`config.mk`:
```
export PLATFORM = sky130hd
export DESIGN_NAME = pe_row_db
export DESIGN_NICKNAME = d
export VERILOG_FILES = /design/src/rtl/pe_pkg.sv /design/src/rtl/pe_cell.sv /design/src/rtl/pe_row_db.sv
export SDC_FILE = /design/constraint.sdc
export NUM_CORES = 2
export LEC_CHECK = 0
export CAP_MARGIN = 15
export CORE_AREA = 2 2 466 468
export DETAILED_ROUTE_END_ITERATION = 8
export DIE_AREA = 0 0 468 470
export PLACE_DENSITY = 0.65
export REMOVE_ABC_BUFFERS = 1
export SETUP_SLACK_MARGIN = 0.5
export SYNTH_ARGS = -nofsm -noshare
export SYNTH_HDL_FRONTEND = slang
export SYNTH_HIERARCHICAL = 1
export SYNTH_SLANG_ARGS = --single-unit
```
`constraint.sdc`:
```
create_clock -name CLK -period 7.5 [get_ports CLK]
set_input_delay 1.5 -clock CLK [delete_from_list [all_inputs] [get_ports CLK]]
set_output_delay 1.5 -clock CLK [all_outputs]
set_load 0.03 [all_outputs]
```
`src/rtl/pe_pkg.sv`:
```
// Shared constants and the saturation helper for the PE systolic row.
package pe_pkg;

    localparam int unsigned DW_DEF   = 8;
    localparam int unsigned ACCW_DEF = 16;

    typedef enum logic [1:0] {
        SatNone,
        SatMax,
        SatMin
    } sat_e;

    // carry is bit ACCW of the (ACCW+1)-bit sum, msb is bit ACCW-1; a mismatch means overflow.
    function automatic sat_e sat_kind(input logic carry, input logic msb);
        if (carry == msb) begin
            return SatNone;
        end
        return carry ? SatMin : SatMax;
    endfunction

endpackage

```
`src/rtl/pe_cell.sv`:
```
// One PE column: double-buffered weight, activation stage and saturating MAC
// feeding a held partial-sum register.
module pe_cell
    import pe_pkg::*;
#(
    parameter int unsigned DW   = DW_DEF,
    parameter int unsigned ACCW = ACCW_DEF
) (
    input  logic            clk,
    input  logic            rst_n,
    input  logic            en,
    input  logic            w_en,
    input  logic            swap,
    input  logic [DW-1:0]   weight_in,
    output logic [DW-1:0]   weight_out,
    input  logic [DW-1:0]   act_in,
    input  logic            act_valid_in,
    output logic [DW-1:0]   act_out,
    output logic            act_valid_out,
    input  logic [ACCW-1:0] sum_in,
    output logic [ACCW-1:0] sum_out,
    output logic            sum_valid
);

    logic [DW-1:0]   shadow_q;
    logic [DW-1:0]   active_q;
    logic [DW-1:0]   act_q;
    logic            act_valid_q;
    logic [ACCW-1:0] sum_q;
    logic            sum_valid_q;

    logic [2*DW-1:0] prod;
    logic [ACCW:0]   sum_wide;
    logic [ACCW-1:0] sum_d;

    // Operands sign-extended to 2*DW so the low 2*DW bits are the signed product.
    assign prod     = {{DW{active_q[DW-1]}}, active_q} * {{DW{act_q[DW-1]}}, act_q};
    assign sum_wide = {{(ACCW + 1 - 2 * DW){prod[2*DW-1]}}, prod} + {sum_in[ACCW-1], sum_in};

    always_comb begin
        sum_d = sum_wide[ACCW-1:0];
        unique case (sat_kind(sum_wide[ACCW], sum_wide[ACCW-1]))
            SatMax:  sum_d = {1'b0, {(ACCW - 1){1'b1}}};
            SatMin:  sum_d = {1'b1, {(ACCW - 1){1'b0}}};
            default: sum_d = sum_wide[ACCW-1:0];
        endcase
    end

    always_ff @(posedge clk or negedge rst_n) begin
        if (!rst_n) begin
            shadow_q    <= '0;
            active_q    <= '0;
            act_q       <= '0;
            act_valid_q <= 1'b0;
            sum_q       <= '0;
            sum_valid_q <= 1'b0;
        end else if (en) begin
            if (w_en) begin
                shadow_q <= weight_in;
            end
            // Promotes the pre-edge shadow even when a new weight loads on the same edge.
            if (swap) begin
                active_q <= shadow_q;
            end
            act_q       <= act_in;
            act_valid_q <= act_valid_in;
            sum_valid_q <= act_valid_q;
            if (act_valid_q) begin
                sum_q <= sum_d;
            end
        end
    end

    assign weight_out    = shadow_q;
    assign act_out       = act_q;
    assign act_valid_out = act_valid_q;
    assign sum_out       = sum_q;
    assign sum_valid     = sum_valid_q;

endmodule

```
`src/rtl/pe_row_db.sv`:
```
// Row of NUM PE cells with double-buffered weights; chains activations left to right
// and owns the active-bank indicator.
module pe_row_db
    import pe_pkg::*;
#(
    parameter int unsigned NUM  = 16,
    parameter int unsigned DW   = DW_DEF,
    parameter int unsigned ACCW = ACCW_DEF
) (
    input  logic                CLK,
    input  logic                RESET_N,
    input  logic                EN,
    input  logic                W_EN,
    input  logic                SWAP,
    input  logic [NUM*DW-1:0]   in_weight_above,
    output logic [NUM*DW-1:0]   out_weight_below,
    input  logic [DW-1:0]       act_left,
    input  logic                act_valid_left,
    output logic [DW-1:0]       act_right,
    output logic                act_valid_right,
    input  logic [NUM*ACCW-1:0] in_sum,
    output logic [NUM*ACCW-1:0] out_sum,
    output logic [NUM-1:0]      out_valid,
    output logic                bank_sel
);

    logic [NUM:0][DW-1:0] act_chain;
    logic [NUM:0]         vld_chain;
    logic                 bank_sel_q;

    assign act_chain[0] = act_left;
    assign vld_chain[0] = act_valid_left;

    for (genvar i = 0; i < NUM; i++) begin : g_cell
        pe_cell #(
            .DW   (DW),
            .ACCW (ACCW)
        ) u_cell (
            .clk           (CLK),
            .rst_n         (RESET_N),
            .en            (EN),
            .w_en          (W_EN),
            .swap          (SWAP),
            .weight_in     (in_weight_above[i*DW +: DW]),
            .weight_out    (out_weight_below[i*DW +: DW]),
            .act_in        (act_chain[i]),
            .act_valid_in  (vld_chain[i]),
            .act_out       (act_chain[i+1]),
            .act_valid_out (vld_chain[i+1]),
            .sum_in        (in_sum[i*ACCW +: ACCW]),
            .sum_out       (out_sum[i*ACCW +: ACCW]),
            .sum_valid     (out_valid[i])
        );
    end

    always_ff @(posedge CLK or negedge RESET_N) begin
        if (!RESET_N) begin
            bank_sel_q <= 1'b0;
        end else if (EN && SWAP) begin
            bank_sel_q <= ~bank_sel_q;
        end
    end

    assign act_right       = act_chain[NUM];
    assign act_valid_right = vld_chain[NUM];
    assign bank_sel        = bank_sel_q;

endmodule

```
* Word-level counts from Yosys, hierarchy flattened
Cells that the tools add are included.
** Storage, ports and cells
- Latch bits :: 0
- Input port bits :: 398
- Bits in registers :: 658
- Memories kept :: 0
- RAM bits :: 0
- Output and inout bits :: 410
- Bits in read-only memories :: 0
** Operators by class
- Multiplexer cells :: 80
- Multipliers :: 16
- Equal/unequal tests :: 48
- Div/mod/pow operators :: 0
- Shift operators :: 0
- Reductions and logical operators :: 19
- $add $sub $neg :: 16
- Order comparisons :: 0
- Bitwise logic cells :: 1
** Operators with widths (count)
- 16-bit case mux with 2 select lines :: 16
- 16-bit by 16-bit adder with 17-bit output :: 16
- 8-bit by 8-bit multiplier with 16-bit output :: 16
- 2-bit two-way mux :: 48
- 2-bit AND reduction :: 18
- 2-bit by 1-bit == test with 1-bit output, second input constant :: 16
- 2-bit == test, second input constant :: 16
- 1-bit == test :: 16
- 1-bit two-way mux :: 16
- 1-bit logical AND :: 1
- 1-bit NOT :: 1

* Depth between registers and ports, before layout
- Word-level depth :: 7
- Depth in mapped cells :: 22
- Mapped depth without buffers :: 21

* By module
The synthesis kept the hierarchy.
** Modules (own cells, without submodules)
- pe_cell (g_cell[14].u_cell ...) :: area each 4668.2 sq um, times used 8, cells each 447, sequential area each 1051.0 sq um
- pe_cell (g_cell[0].u_cell ...) :: area each 4668.2 sq um, times used 4, cells each 449, sequential area each 1051.0 sq um
- pe_cell (g_cell[8].u_cell) :: area each 4682.0 sq um, times used 1, cells each 449, sequential area each 1051.0 sq um
- pe_cell (g_cell[13].u_cell) :: area each 4667.0 sq um, times used 1, cells each 449, sequential area each 1051.0 sq um
- pe_cell (g_cell[9].u_cell) :: area each 4658.2 sq um, times used 1, cells each 447, sequential area each 1051.0 sq um
- pe_cell (g_cell[7].u_cell) :: area each 4657.0 sq um, times used 1, cells each 447, sequential area each 1051.0 sq um
- pe_row_db :: area each 37.5 sq um, times used 1, cells each 3, sequential area each 25.0 sq um

* Worst setup path after synthesis
Ideal clock, no wire load.
- Path kind :: input -> register
- From :: input in_sum[230]
- To :: register g_cell[14].u_cell.sum_q[10]
- Data arrival time :: 6.299 ns
- Setup slack :: 1.114 ns
- Stages on the path :: 21
- Path through :: inv_1 > fa_1 > inv_1 > fa_1 > inv_1 > fa_1 > inv_1 > fa_1 > fa_1 > ha_1 > a21oi_2 > nor2b_1 > a311o_1 > a21oi_1 > a21oi_1 > xor2_1 > ha_1 > nor2b_1 > clkbuf_1 > nand2_1 > o211ai_1
** On the way
- Cells in the longest elaborated chain, start to end :: 6
- Elaborated cells on any way between the ends :: 8
** RTL lines
- start: declaration :: RTL line pe_row_db.sv:21 : input logic [NUM*ACCW-1:0] in_sum,
- 16-bit by 16-bit adder with 17-bit output (*) :: RTL line pe_cell.sv:38 : assign sum_wide = {{(ACCW + 1 - 2 * DW){prod[2*DW-1]}}, prod} + {sum_in[ACCW-1], sum_in};
- 1-bit == test :: RTL line pe_pkg.sv:15 : if (carry == msb) begin
- 1-bit two-way mux :: RTL line pe_pkg.sv:15
- 2-bit two-way mux :: RTL line pe_pkg.sv:18 : return carry ? SatMin : SatMax;
- 2-bit == test / 2-bit by 1-bit == test with 1-bit output (equally long branches) :: RTL line pe_cell.sv:42 : unique case (sat_kind(sum_wide[ACCW], sum_wide[ACCW-1]))
- 16-bit case mux with 2 select lines (*) :: RTL line pe_cell.sv:42
- end signal: assignment :: RTL line pe_cell.sv:69 : sum_q <= sum_d;
- end: declaration :: RTL line pe_cell.sv:29 : logic [ACCW-1:0] sum_q;
Every way passes the cells marked *; elsewhere a longest branch is shown, timed or not.
A chain may end at the register's enable or synchronous reset.

* Worst setup path after layout
- From :: input in_sum[182]
- To :: register g_cell[11].u_cell.sum_q[14]
** On the way
- Cells in the longest elaborated chain, start to end :: 6
- Elaborated cells on any way between the ends :: 8
** RTL lines (RTL line)
- 16-bit by 16-bit adder with 17-bit output (*) :: pe_cell.sv:38
- 1-bit == test :: pe_pkg.sv:15
- 1-bit two-way mux :: pe_pkg.sv:15
- 2-bit two-way mux :: pe_pkg.sv:18
- 2-bit == test / 2-bit by 1-bit == test with 1-bit output (equally long branches) :: pe_cell.sv:42
- 16-bit case mux with 2 select lines (*) :: pe_cell.sv:42
- end signal: assignment :: pe_cell.sv:69
- end: declaration :: pe_cell.sv:29
Marked as above.

==> impl_metrics.tcl <==
set metrics [dict create \
    final.period_utilization_pct 87.8 \
    grt_pass1_wl_um 338000 \
    dp_hpwl_um 180000 \
    synth-async-reset-ratio_pct 100 \
    dieWidth_um 468 \
    cts_buffer_depth 3 \
    min_period_ns 6.58 \
    cts.sinks 673 \
    crit_type "input pin to flip-flop" \
    synth-seq-cells 673 \
    synth_edf_count 0 \
    dieHeight_um 470 \
    hold_path_class "flip-flop to flip-flop" \
    ys_warn_count 6 \
    fillerInstances 20629 \
    antenna_found_initial 63 \
    grt_usage_pct 19.9 \
    clock_latency_ns 0.74 \
    fp.dieArea_um2 220000 \
    clkTransAtPathRegs_ns 0.05 \
    cts_tree "done" \
    finalNetCount 10186 \
    synth_top_cell_area_share_pct 32.6 \
    synth-compound-area-share_pct 6.91 \
    syn_inst 7167 \
    synth_flop_cell "dfrtp_1" \
    drt_iter0_drc 2601 \
    slew_violations 0 \
    htree_levels 3 \
    critPathArrivalTime_ns 7.20 \
    port_buffers 807 \
    critPathLaunchType "input pin" \
    rows 171 \
    grt_overflow_total 0 \
    cts_setup_buffers 0 \
    critPathRequiredTime_ns 8.11 \
    critPathMaxFanout 11 \
    syn_area_um2 74700 \
    drive_gt1_share_pct 8.89 \
    max_slew.worst_pin.slew_ns 1.11 \
    rsz0062_at_grt "no" \
    io_pins 808 \
    cts_root_buf "clkbuf_16" \
    grt_start_max_net_pins 161 \
    finalWirelength_um 216000 \
    ys_seq_area_share_pct 22.5 \
    hold_viol_final 0 \
    initial_utilization_pct 34.6 \
    vias 53040 \
    synth_top_area_cell "fa_1" \
    avgSynthCellArea_um2 10.4 \
    cts-resized-gates 0 \
    maxCapViolations 0 \
    tns_ns 0 \
    via_per_inst 4.87 \
    run_status "complete, no violations" \
    synthTopCellsByArea "fa_1 (33%), dfrtp_1 (23%), ha_1 (11%)" \
    yosys.area_share.simple_pct 10.9 \
    drt_first_pass_iters 5 \
    drcViolationCount 0 \
    cts-buffers-inserted 91 \
    final_antenna_net_count 0 \
    end_kind "flip-flop" \
    area_delta_synth_final_pct 19.8 \
    clock-skew-final_ns 0.0427 \
    synth_fa_ha_area_share_pct 43.3 \
    max_slew_margin_pct 25.5 \
    cts_hold_buf 0 \
    synth_top_family_by_area "adder cells" \
    core_area_um2 216000 \
    place.gp.congestion 0.897 \
    muxShareOfSynthArea_pct 6.04 \
    ys_types 43 \
    max_freq_ghz 0.152 \
    setup_viol_count_final 0 \
    wl_per_cell_um 19.9 \
    grt_pass1_vias 57862 \
    synth_xor_area_share_pct 3.01 \
]
## routing by layer
layer | vias to the layer above | track usage [%] | routed length [µm] | part of all wire, %
li1 | 24094 | - | - | -
met3 | 356 | 5.03 | 15600 | 7.2
met1 | 27159 | 23.9 | 84800 | 39
met2 | 1371 | 33.4 | 105000 | 49
met5 | - | 0 | 388 | 0.18
met4 | 60 | 9.22 | 10600 | 4.9
## worst max-delay path: stages
cell	delay [ns]
clkdlybuf4s50_1	0.58
inv_1	0.09
fa_1	0.54
inv_1	0.05
fa_1	0.50
inv_1	0.05
fa_1	0.47
inv_1	0.05
fa_1	0.42
fa_1	0.44
ha_1	0.38
o21ai_0	0.25
o21bai_1	0.14
o21ai_2	0.23
o21ai_2	0.08
xnor2_1	0.21
ha_1	0.28
nor2b_1	0.60
nor2_1	0.15
o22ai_1	0.17
## stage by stage
stage          util (%)  hold slack, ns  setup slack, ns  cells  area (µm²)
6_report           41.5           0.472            0.915  10896       89500
5_1_grt            41.5           0.482            0.505  10878       89400
4_1_cts            41.5           0.478            0.874  10863       89400
3_5_place_dp       39.9           0.467            0.180  10693       86100
3_3_place_gp       39.9           0.462            0.286  10693       86100
2_1_floorplan         -           0.480            0.940   6986       74000
## synth_stat cells (8+ instances only)
master,number
o21bai_1,48
clkinv_1,16
ha_1,640
inv_1,1254
nor2b_2,8
mux2_2,400
nand3_1,39
a21o_1,51
o21ai_0,242
a21boi_0,16
nand2b_1,16
xnor2_1,161
o21ai_1,16
a211oi_2,17
nand3b_1,16
a21oi_2,8
o22ai_1,16
nor3_1,16
nand2_1,763
o21ai_2,25
clkbuf_1,174
xor2_1,96
a211oi_1,15
nand3_2,8
dfrtp_1,673
a211o_1,21
a211o_2,11
a311o_1,8
nor2_1,185
o211ai_1,46
a21oi_1,304
and2_1,541
nand4_1,23
nor2b_1,40
or3_1,9
and2_2,8
fa_1,1216
## final timing paths
| check | endpoint | slack (ns) | cells after the start | start |
|---|---|---|---|---|
| min in group asynchronous | bank_sel | 0.81 | 1 | RESET_N |
| hold / removal | bank_sel | 0.47 | 1 | bank_sel |
| hold reg to reg | bank_sel | 0.47 | 1 | bank_sel |
| max in group asynchronous | g_cell[13].u_cell/sum_out[15] | 5.17 | 3 | RESET_N |
| setup / recovery | g_cell[11].u_cell/sum_out[14] | 0.92 | 20 | in_sum[182] |
| setup reg to reg | g_cell[11].u_cell/sum_out[14] | 0.94 | 18 | g_cell[11].u_cell/act_out[0] |
## cell usage in the layout, fill, tap and decap left out, types with 185 or more instances in the layout
cell / netlist / routed
nand2_1: 763 / 763
inv_1: 1254 / 1254
nor2_1: 185 / 185
o21ai_0: 242 / 242
a21oi_1: 304 / 304
ha_1: 640 / 640
clkdlybuf4s50_1: 0 / 803
dfrtp_1: 673 / 673
and2_1: 541 / 541
mux2_2: 400 / 400
fa_1: 1216 / 1216
## sequential cells by signal, summed over array words and instances (netlist names)
register,flops
g_cell.u_cell/act_out,128
g_cell.u_cell/sum_valid,16
bank_sel,1
g_cell.u_cell/weight_out,128
g_cell.u_cell/sum_out,256
g_cell.u_cell/active_q,128
g_cell.u_cell/act_valid_out,16
## logic make-up after synthesis
logic type      Yosys count
fa+ha+maj              1856
simple gates           1679
buf+inv                1451
compound gates          850
flops                   673
mux                     401
xor+xnor                257
## area by class of cell
cell class                      instances  area, µm²  area share, %
Multi-Input combinational cell       5043      52400           58.6
Clock buffer                          111       2500           2.80
Sequential cell                       673      16800           18.8
Inverter                             1270       4770           5.33
Tap cell                             2854       3570           3.99
Antenna cell                           33       82.6         0.0923
Timing Repair Buffer                  853       8490           9.48
Clock inverter                         59        817          0.913
Power is left out: the tool's default activity adds up to more than one toggle a clock period on the data nets, which glitch-free logic cannot reach.
